`config.mk`:
```
export PLATFORM = sky130hd
export DESIGN_NAME = mdio_master_45
export DESIGN_NICKNAME = d
export VERILOG_FILES = /design/src/rtl/mdio_45_pkg.sv /design/src/rtl/mdio_mdc_gen.sv /design/src/rtl/mdio_master_45.sv
export SDC_FILE = /design/constraint.sdc
export NUM_CORES = 1
export LEC_CHECK = 0
export ABC_AREA = 1
export CELL_PAD_IN_SITES_DETAIL_PLACEMENT = 0
export CELL_PAD_IN_SITES_GLOBAL_PLACEMENT = 1
export CORE_MARGIN = 2
export CORE_UTILIZATION = 45
export CTS_BUF_LIST = sky130_fd_sc_hd__clkbuf_16
export DETAILED_ROUTE_END_ITERATION = 16
export MAX_ROUTING_LAYER = met4
export PLACE_DENSITY_LB_ADDON = 0.1
export RECOVER_POWER = 50
export SLEW_MARGIN = 15
export SYNTH_ARGS = -nofsm -noshare
export SYNTH_HDL_FRONTEND = slang
export SYNTH_SLANG_ARGS = --single-unit
```
`constraint.sdc`:
```
create_clock -name clk_25m -period 2.84 [get_ports clk_25m]
set_input_delay 0.568 -clock clk_25m [delete_from_list [all_inputs] [get_ports clk_25m]]
set_output_delay 0.568 -clock clk_25m [all_outputs]
set_load 0.01 [all_outputs]
```
`src/rtl/mdio_45_pkg.sv`:
```
// rtl/mdio_45_pkg.sv - shared clause-45 MDIO frame constants and types
package mdio_45_pkg;

  // Opcodes as they appear in the OP field of the header
  localparam logic [1:0] OP_ADDR     = 2'b00;
  localparam logic [1:0] OP_WRITE    = 2'b01;
  localparam logic [1:0] OP_READ     = 2'b11;
  localparam logic [1:0] OP_READ_INC = 2'b10;

  // Clause-45 start code and the turnaround pattern the master drives
  localparam logic [1:0] ST_CODE = 2'b00;
  localparam logic [1:0] TA_PAT  = 2'b10;

  // Field lengths in MDC bits
  localparam int HDR_BITS  = 14;
  localparam int TA_BITS   = 2;
  localparam int DATA_BITS = 16;

  typedef enum logic [2:0] {
    S_IDLE,
    S_PRE,
    S_HDR,
    S_TA,
    S_DATA,
    S_END
  } state_t;

  // Read-type opcodes hand the bus to the slave from TA onwards
  function automatic logic op_is_read(input logic [1:0] op);
    return (op == OP_READ) || (op == OP_READ_INC);
  endfunction

  // Address and write opcodes keep the master driving for the whole frame
  function automatic logic op_drives_data(input logic [1:0] op);
    return (op == OP_ADDR) || (op == OP_WRITE);
  endfunction

endpackage

```
`src/rtl/mdio_mdc_gen.sv`:
```
// rtl/mdio_mdc_gen.sv - MDC phase generator with bit-boundary and sample ticks
module mdio_mdc_gen #(
  parameter int MDC_HALF = 5
) (
  input  logic clk_25m,
  input  logic rst_n,
  input  logic abort,
  input  logic run,
  output logic mdc,
  output logic fall_tick,
  output logic sample_tick
);

  localparam int TW = $clog2(MDC_HALF);
  localparam logic [TW-1:0] TICK_LAST = TW'(MDC_HALF - 1);

  logic [TW-1:0] tick;
  logic          phase;

  // Tick counter and phase; held at the start of a low phase whenever not running
  always_ff @(posedge clk_25m or negedge rst_n) begin
    if (!rst_n) begin
      tick  <= '0;
      phase <= 1'b0;
    end else if (abort || !run) begin
      tick  <= '0;
      phase <= 1'b0;
    end else if (tick == TICK_LAST) begin
      tick  <= '0;
      phase <= ~phase;
    end else begin
      tick <= tick + TW'(1);
    end
  end

  assign mdc = phase;

  // The last high-phase cycle both ends the bit and is where the input is sampled
  assign fall_tick   = run && phase && (tick == TICK_LAST);
  assign sample_tick = run && phase && (tick == TICK_LAST);

endmodule

```
`src/rtl/mdio_master_45.sv`:
```
// rtl/mdio_master_45.sv - clause-45 MDIO master, one frame per accepted command
module mdio_master_45
  import mdio_45_pkg::*;
#(
  parameter int MDC_HALF = 5,
  parameter int PRE_LEN  = 32
) (
  input  logic        clk_25m,
  input  logic        rst_n,
  input  logic        enable,
  input  logic        cmd_valid,
  output logic        cmd_ready,
  input  logic [1:0]  cmd_op,
  input  logic [4:0]  cmd_prtad,
  input  logic [4:0]  cmd_devad,
  input  logic [15:0] cmd_data,
  output logic        mdc,
  output logic        mdio_o,
  output logic        mdio_oe,
  input  logic        mdio_i,
  output logic        rsp_valid,
  output logic [15:0] rsp_rdata,
  output logic        rsp_err
);

  localparam int FRAME_BITS = PRE_LEN + HDR_BITS + TA_BITS + DATA_BITS;
  localparam int BW = $clog2(FRAME_BITS);

  // Bit index of the first bit of each field, and of the last bit of each field
  localparam logic [BW-1:0] HDR_IDX  = BW'(PRE_LEN);
  localparam logic [BW-1:0] TA_IDX   = BW'(PRE_LEN + HDR_BITS);
  localparam logic [BW-1:0] DATA_IDX = BW'(PRE_LEN + HDR_BITS + TA_BITS);
  localparam logic [BW-1:0] PRE_END  = BW'((PRE_LEN > 0) ? PRE_LEN - 1 : 0);
  localparam logic [BW-1:0] HDR_END  = BW'(PRE_LEN + HDR_BITS - 1);
  localparam logic [BW-1:0] TA_END   = BW'(PRE_LEN + HDR_BITS + TA_BITS - 1);
  localparam logic [BW-1:0] LAST_IDX = BW'(FRAME_BITS - 1);

  // A zero-length preamble goes straight to the header
  localparam state_t FIRST_STATE = (PRE_LEN > 0) ? S_PRE : S_HDR;

  state_t        state;
  state_t        state_next;
  logic [1:0]    op_q;
  logic [4:0]    prtad_q;
  logic [4:0]    devad_q;
  logic [15:0]   data_q;
  logic [BW-1:0] bit_idx;
  logic [1:0]    sync;
  logic          ta_err;
  logic [14:0]   shift;

  logic          accept;
  logic          run;
  logic          bit_end;
  logic          sample;
  logic          rd;
  logic [13:0]   hdr_word;
  logic [3:0]    hdr_pos;
  logic          ta_pos;
  logic [3:0]    data_pos;

  assign accept   = (state == S_IDLE) && enable && cmd_valid;
  assign run      = enable && (state inside {S_PRE, S_HDR, S_TA, S_DATA});
  assign rd       = op_is_read(op_q);
  assign hdr_word = {ST_CODE, op_q, prtad_q, devad_q};
  assign hdr_pos  = 4'(bit_idx - HDR_IDX);
  assign ta_pos   = 1'(bit_idx - TA_IDX);
  assign data_pos = 4'(bit_idx - DATA_IDX);

  mdio_mdc_gen #(
    .MDC_HALF(MDC_HALF)
  ) u_mdc_gen (
    .clk_25m    (clk_25m),
    .rst_n      (rst_n),
    .abort      (!enable),
    .run        (run),
    .mdc        (mdc),
    .fall_tick  (bit_end),
    .sample_tick(sample)
  );

  // FSM state register
  always_ff @(posedge clk_25m or negedge rst_n) begin
    if (!rst_n) begin
      state <= S_IDLE;
    end else begin
      state <= state_next;
    end
  end

  // FSM next state; dropping enable wins over every other transition, including END
  always_comb begin
    state_next = state;
    if (!enable) begin
      state_next = S_IDLE;
    end else begin
      case (state)
        S_IDLE: if (cmd_valid) state_next = FIRST_STATE;
        S_PRE:  if (bit_end && bit_idx == PRE_END) state_next = S_HDR;
        S_HDR:  if (bit_end && bit_idx == HDR_END) state_next = S_TA;
        S_TA:   if (bit_end && bit_idx == TA_END) state_next = S_DATA;
        S_DATA: if (bit_end && bit_idx == LAST_IDX) state_next = S_END;
        S_END:  state_next = S_IDLE;
        default: state_next = S_IDLE;
      endcase
    end
  end

  // FSM outputs; the pad is released (driven high, oe low) outside the frame
  always_comb begin
    cmd_ready = enable && (state == S_IDLE);
    rsp_valid = (state == S_END);
    mdio_oe   = 1'b0;
    mdio_o    = 1'b1;
    case (state)
      S_PRE: begin
        mdio_oe = 1'b1;
        mdio_o  = 1'b1;
      end
      S_HDR: begin
        mdio_oe = 1'b1;
        mdio_o  = hdr_word[4'(HDR_BITS - 1) - hdr_pos];
      end
      S_TA: begin
        if (op_drives_data(op_q)) begin
          mdio_oe = 1'b1;
          mdio_o  = ta_pos ? TA_PAT[0] : TA_PAT[1];
        end
      end
      S_DATA: begin
        if (op_drives_data(op_q)) begin
          mdio_oe = 1'b1;
          mdio_o  = data_q[4'(DATA_BITS - 1) - data_pos];
        end
      end
      default: begin
        mdio_oe = 1'b0;
        mdio_o  = 1'b1;
      end
    endcase
  end

  // Command fields are captured only on the accept cycle
  always_ff @(posedge clk_25m or negedge rst_n) begin
    if (!rst_n) begin
      op_q    <= OP_ADDR;
      prtad_q <= '0;
      devad_q <= '0;
      data_q  <= '0;
    end else if (accept) begin
      op_q    <= cmd_op;
      prtad_q <= cmd_prtad;
      devad_q <= cmd_devad;
      data_q  <= cmd_data;
    end
  end

  // Frame bit index; advances at each bit boundary and returns to zero after the last bit
  always_ff @(posedge clk_25m or negedge rst_n) begin
    if (!rst_n) begin
      bit_idx <= '0;
    end else if (!run) begin
      bit_idx <= '0;
    end else if (bit_end) begin
      bit_idx <= (bit_idx == LAST_IDX) ? '0 : bit_idx + BW'(1);
    end
  end

  // Two-flop synchronizer for the asynchronous pad input, idling high like the bus
  always_ff @(posedge clk_25m or negedge rst_n) begin
    if (!rst_n) begin
      sync <= 2'b11;
    end else begin
      sync <= {sync[0], mdio_i};
    end
  end

  // Read capture; the response registers change only on the way into END
  always_ff @(posedge clk_25m or negedge rst_n) begin
    if (!rst_n) begin
      ta_err    <= 1'b0;
      shift     <= '0;
      rsp_rdata <= '0;
      rsp_err   <= 1'b0;
    end else begin
      if (sample && state == S_TA && bit_idx == TA_END) begin
        ta_err <= sync[1];
      end
      if (sample && state == S_DATA) begin
        shift <= {shift[13:0], sync[1]};
      end
      if (state_next == S_END) begin
        rsp_err <= rd && ta_err;
        if (rd) begin
          rsp_rdata <= {shift, sync[1]};
        end
      end
    end
  end

endmodule

```
==> key figures <==
Pwr
  • Worst vdd ir: 324 uV
  • Ratio of total power to cell area: 596 nW/um2
  • Leakage power summed over all cells: 0.00218 uW

Logic synthesis
  • Largest cells by area after synthesis: sky130_fd_sc_hd__dfrtp_1 (49%), sky130_fd_sc_hd__nand2_1 (7.7%), sky130_fd_sc_hd__mux2_4 (6.4%)
  • Gate count of the mapped netlist: 381
  • Area leader, netlist: sky130_fd_sc_hd__dfrtp_1
  • Cell types with the highest counts after synthesis: sky130_fd_sc_hd__nand2_1 (77), sky130_fd_sc_hd__dfrtp_1 (74), sky130_fd_sc_hd__inv_1 (46)
  • Synth cell types: 36
  • Number of flip-flops and latches in the synthesized netlist: 76
  • Share of flip-flops with an asynchronous set or reset: 1.00
  • Post-synth top area share: 0.492
  • Most used standard cell by instance count after synthesis: sky130_fd_sc_hd__nand2_1
  • Count of warnings emitted by yosys: 0
  • Per-instance average area after synthesis: 9.87 um2
  • Combined area of all synthesized cells: 3760 um2
  • EDFF count, synth: 0
  • Register area share after synthesis: 0.506
  • Most instantiated flip-flop cell in the synthesis netlist: sky130_fd_sc_hd__dfrtp_1
  • Post-synth net total: 420

STA
  • Period Utilization, post-route: 0.948
  • Tmin final: 2.69 ns
  • Actual slew at the worst max-slew pin: 1.90 ns
  • Final count of negative-setup-slack endpoints: 0
  • Unrepaired setup endpoints after global routing: no
  • Number of max-slew violations in the final report: 77
  • Sum Neg Setup Slack: 0 ns
  • Post-route setup slack: 0.147 ns
  • Fin Clk Skew: 0.00463 ns
  • Number of hold violations in the final report: 0
  • Highest clock rate: 0.371 GHz
  • Max-slew headroom: -0.266

Global route
  • All-Layer GR Usage: 0.180
  • Initial antenna violation count: 0
  • Via count of the first global-routing pass: 2631
  • First-pass GRT wire length: 12200 um
  • Largest net degree at the start of global routing: 77
  • Global route total overflow: 0

Clocking
  • Later-pin clock latency in the skew report: 0.33 ns
  • Clock tree buffer depth: 2
  • CTS tree: yes
  • Clock buffers created by TritonCTS: 9
  • Root buffer cell: sky130_fd_sc_hd__clkbuf_16
  • Clock-pin transition on the worst setup and hold timing paths: 0.06 ns
  • Number of H-tree levels: 3
  • Clock sink count: 76

Placement
  • RePlAce Congestion: 0.829
  • Post-Place Setup Slack: 0.239 ns
  • HPWL reported at the end of detailed placement: 5060 um
  • Quantity of I/O buffers inserted on ports: 54

Floorplan
  • Effective utilization at floorplan: 0.460
  • DIE WIDTH: 95.4 um
  • Std cell rows: 33
  • Total Die Area: 9110 um2
  • Chip height: 95.4 um
  • Count of boundary I/O pins: 55
  • Placeable core area: 8180 um2

Cells and area
  • Area occupied by multi-input gates: 1540 um2
  • FF/Latch Area: 1910 um2
  • Count of inserted antenna diode cells: 0
  • NumNets Final: 477
  • Layout Area Growth over Synthesis: 25.3%
  • Fraction of layout instances using a drive strength above 1: 0.214
  • Count of filler cells inserted in the layout: 722

Setup path
  • Critical-path top delay cell: sky130_fd_sc_hd__clkdlybuf4s50_1
  • Reg2reg setup slack: 0.91 ns
  • CP Depth: 8
  • Worst-case reg-to-reg path depth: 9
  • Worst-path cell chain: ha_1 > inv_1 > nor2_1 > nand3_1 > nand2_1 > a21oi_1 > nand2_1 > clkdlybuf4s50_1
  • Nature of the critical path endpoint: primary output
  • Worst Path Required: 2.27 ns
  • End of the worst register-to-register path: rsp_rdata[8]
  • Critical path data arrival time: 2.12 ns
  • Dominant delay contributor by cell family on the critical path: buffers and inverters
  • Critical Path Max Stage Delay: 0.54 ns
  • Crit path launch type: flop
  • Crit-path max FO: 7
  • Type of the worst setup path: reg -> out
  • Number of buffers and inverters on the critical path: 2
  • Reg2reg start: u_mdc_gen.tick[0]
  • Most common cell on crit path: sky130_fd_sc_hd__nand2_1

Drt
  • Total length of routed wires: 7250 um
  • Number of violations reported at the end of detailed-routing iteration 0: 90
  • Mean number of vias per cell: 4.93
  • First-pass DRT Iterations: 4
  • Average routed wire per standard cell: 13.2 um
  • Overall via count from detail_route: 2701
  • ANT nets after route: 0
  • DRC: 0

Worst hold path
  • Hold wc startpoint: sync[0]
  • Worst Hold End: sync[1]
  • Worst min-delay path class: reg -> reg
  • WHS Path Cells: 0

Outcome
  • Result of the run: finished with violations
  • Violated checks: max-capacitance violations, max-slew violations

Flow run
  • MaxCap Viol Count: 1
## through the flow
step | instance area [um2] | power [uW] | std cells | util | hold slack [ns]
after floorplan | 3760 | 1420 | 381 | - | 0.272
after CTS | 4710 | 2840 | 547 | 0.576 | 0.357
after detailed placement | 4370 | 1540 | 531 | 0.534 | 0.348
after global placement | 4370 | 1530 | 531 | 0.534 | 0.348
after global routing | 4710 | 2920 | 548 | 0.577 | 0.361
final | 4710 | 2810 | 548 | 0.577 | 0.357
## timing repair
action	in CTS	in global routing
hold buffers	0	0
buffers inserted	0	1
endpoints found under the hold margin	0	0
gates resized for setup	1	3
setup endpoints to repair	1	1
## logic make-up (layout without fill, tap and decap cells)
family | after synthesis | count (layout) | synth area share
and+or+nand+nor | 150 | 150 | 0.205
DFF | 76 | 76 | 0.506
buffers and inverters | 65 | 127 | 0.0828
AOI/OAI and AO/OA | 63 | 63 | 0.110
muxes | 17 | 17 | 0.0668
adders and majority gates | 6 | 6 | 0.0200
xor gates and xnor gates | 4 | 4 | 0.00931
## where the power goes
part	internal [uW]	switching [uW]
registers	1170	47.0
clock network	856	442
logic	163	135
## worst register-to-register path: cells and delay by family, from the launching register on
family	cells	cell delay, ns
adder cells (fa/ha/maj)	1	0.15
AO/OA/AOI/OAI	1	0.06
buffers and inverters	1	0.07
flip-flops	1	0.39
AND/OR/NAND/NOR	6	1.14
## sequential cells by signal, summed over array words and instances, names as in the netlist
name,flops
data_q,16
sync,2
rsp_rdata,16
prtad_q,5
u_mdc_gen.tick,3
ta_err,1
shift,15
rsp_err,1
op_q,2
bit_idx,6
u_mdc_gen.mdc,1
devad_q,5
state,3
## final cells by class
type                            instances  area share
Multi-Input combinational cell        240       0.328
Clock buffer                            9      0.0478
Sequential cell                        76       0.405
Inverter                               50      0.0404
Tap cell                              105      0.0279
Timing Repair Buffer                   61       0.127
Clock inverter                          7      0.0244
## routing by layer
layer	global-route usage	up-vias	wire length, um
met2	0.249	69	3210
li1	-	1348	-
met5	-	-	0
met1	0.256	1275	3610
met3	0.0364	9	343
met4	0.0798	0	91
## cells in the final DEF, fill, tap and decap left out, types with 2 or more instances in the layout
| cell type | n |
|---|---|
| sky130_fd_sc_hd__nor2_4 | 2 |
| sky130_fd_sc_hd__inv_1 | 47 |
| sky130_fd_sc_hd__mux2_4 | 16 |
| sky130_fd_sc_hd__a21oi_1 | 7 |
| sky130_fd_sc_hd__buf_4 | 6 |
| sky130_fd_sc_hd__dfstp_2 | 2 |
| sky130_fd_sc_hd__o21ai_0 | 24 |
| sky130_fd_sc_hd__clkdlybuf4s50_1 | 52 |
| sky130_fd_sc_hd__nor2_2 | 2 |
| sky130_fd_sc_hd__o21ai_2 | 24 |
| sky130_fd_sc_hd__clkinv_2 | 2 |
| sky130_fd_sc_hd__o21ai_1 | 3 |
| sky130_fd_sc_hd__nand3_1 | 29 |
| sky130_fd_sc_hd__ha_1 | 6 |
| sky130_fd_sc_hd__nor3_1 | 4 |
| sky130_fd_sc_hd__xor2_1 | 3 |
| sky130_fd_sc_hd__bufinv_16 | 3 |
| sky130_fd_sc_hd__dfrtp_2 | 2 |
| sky130_fd_sc_hd__nand2_1 | 77 |
| sky130_fd_sc_hd__inv_2 | 2 |
| sky130_fd_sc_hd__dfrtp_1 | 72 |
| sky130_fd_sc_hd__nand2_2 | 6 |
| sky130_fd_sc_hd__o22ai_1 | 3 |
| sky130_fd_sc_hd__nor2_1 | 13 |
| sky130_fd_sc_hd__nand2_4 | 12 |
| sky130_fd_sc_hd__clkbuf_16 | 9 |
## worst max-delay path by stage
stage | slack, ns | start | to
final | 0.15 | bit_idx[2] | mdio_o
after global routing | 0.004 | bit_idx[0] | mdio_o
after CTS | 0.02 | bit_idx[1] | mdio_o
after detailed placement | 0.24 | bit_idx[1] | mdio_o
after global placement | 0.32 | bit_idx[1] | mdio_o
after floorplan | 0.98 | bit_idx[0] | mdio_o
Power figures use the tool's default switching activity.
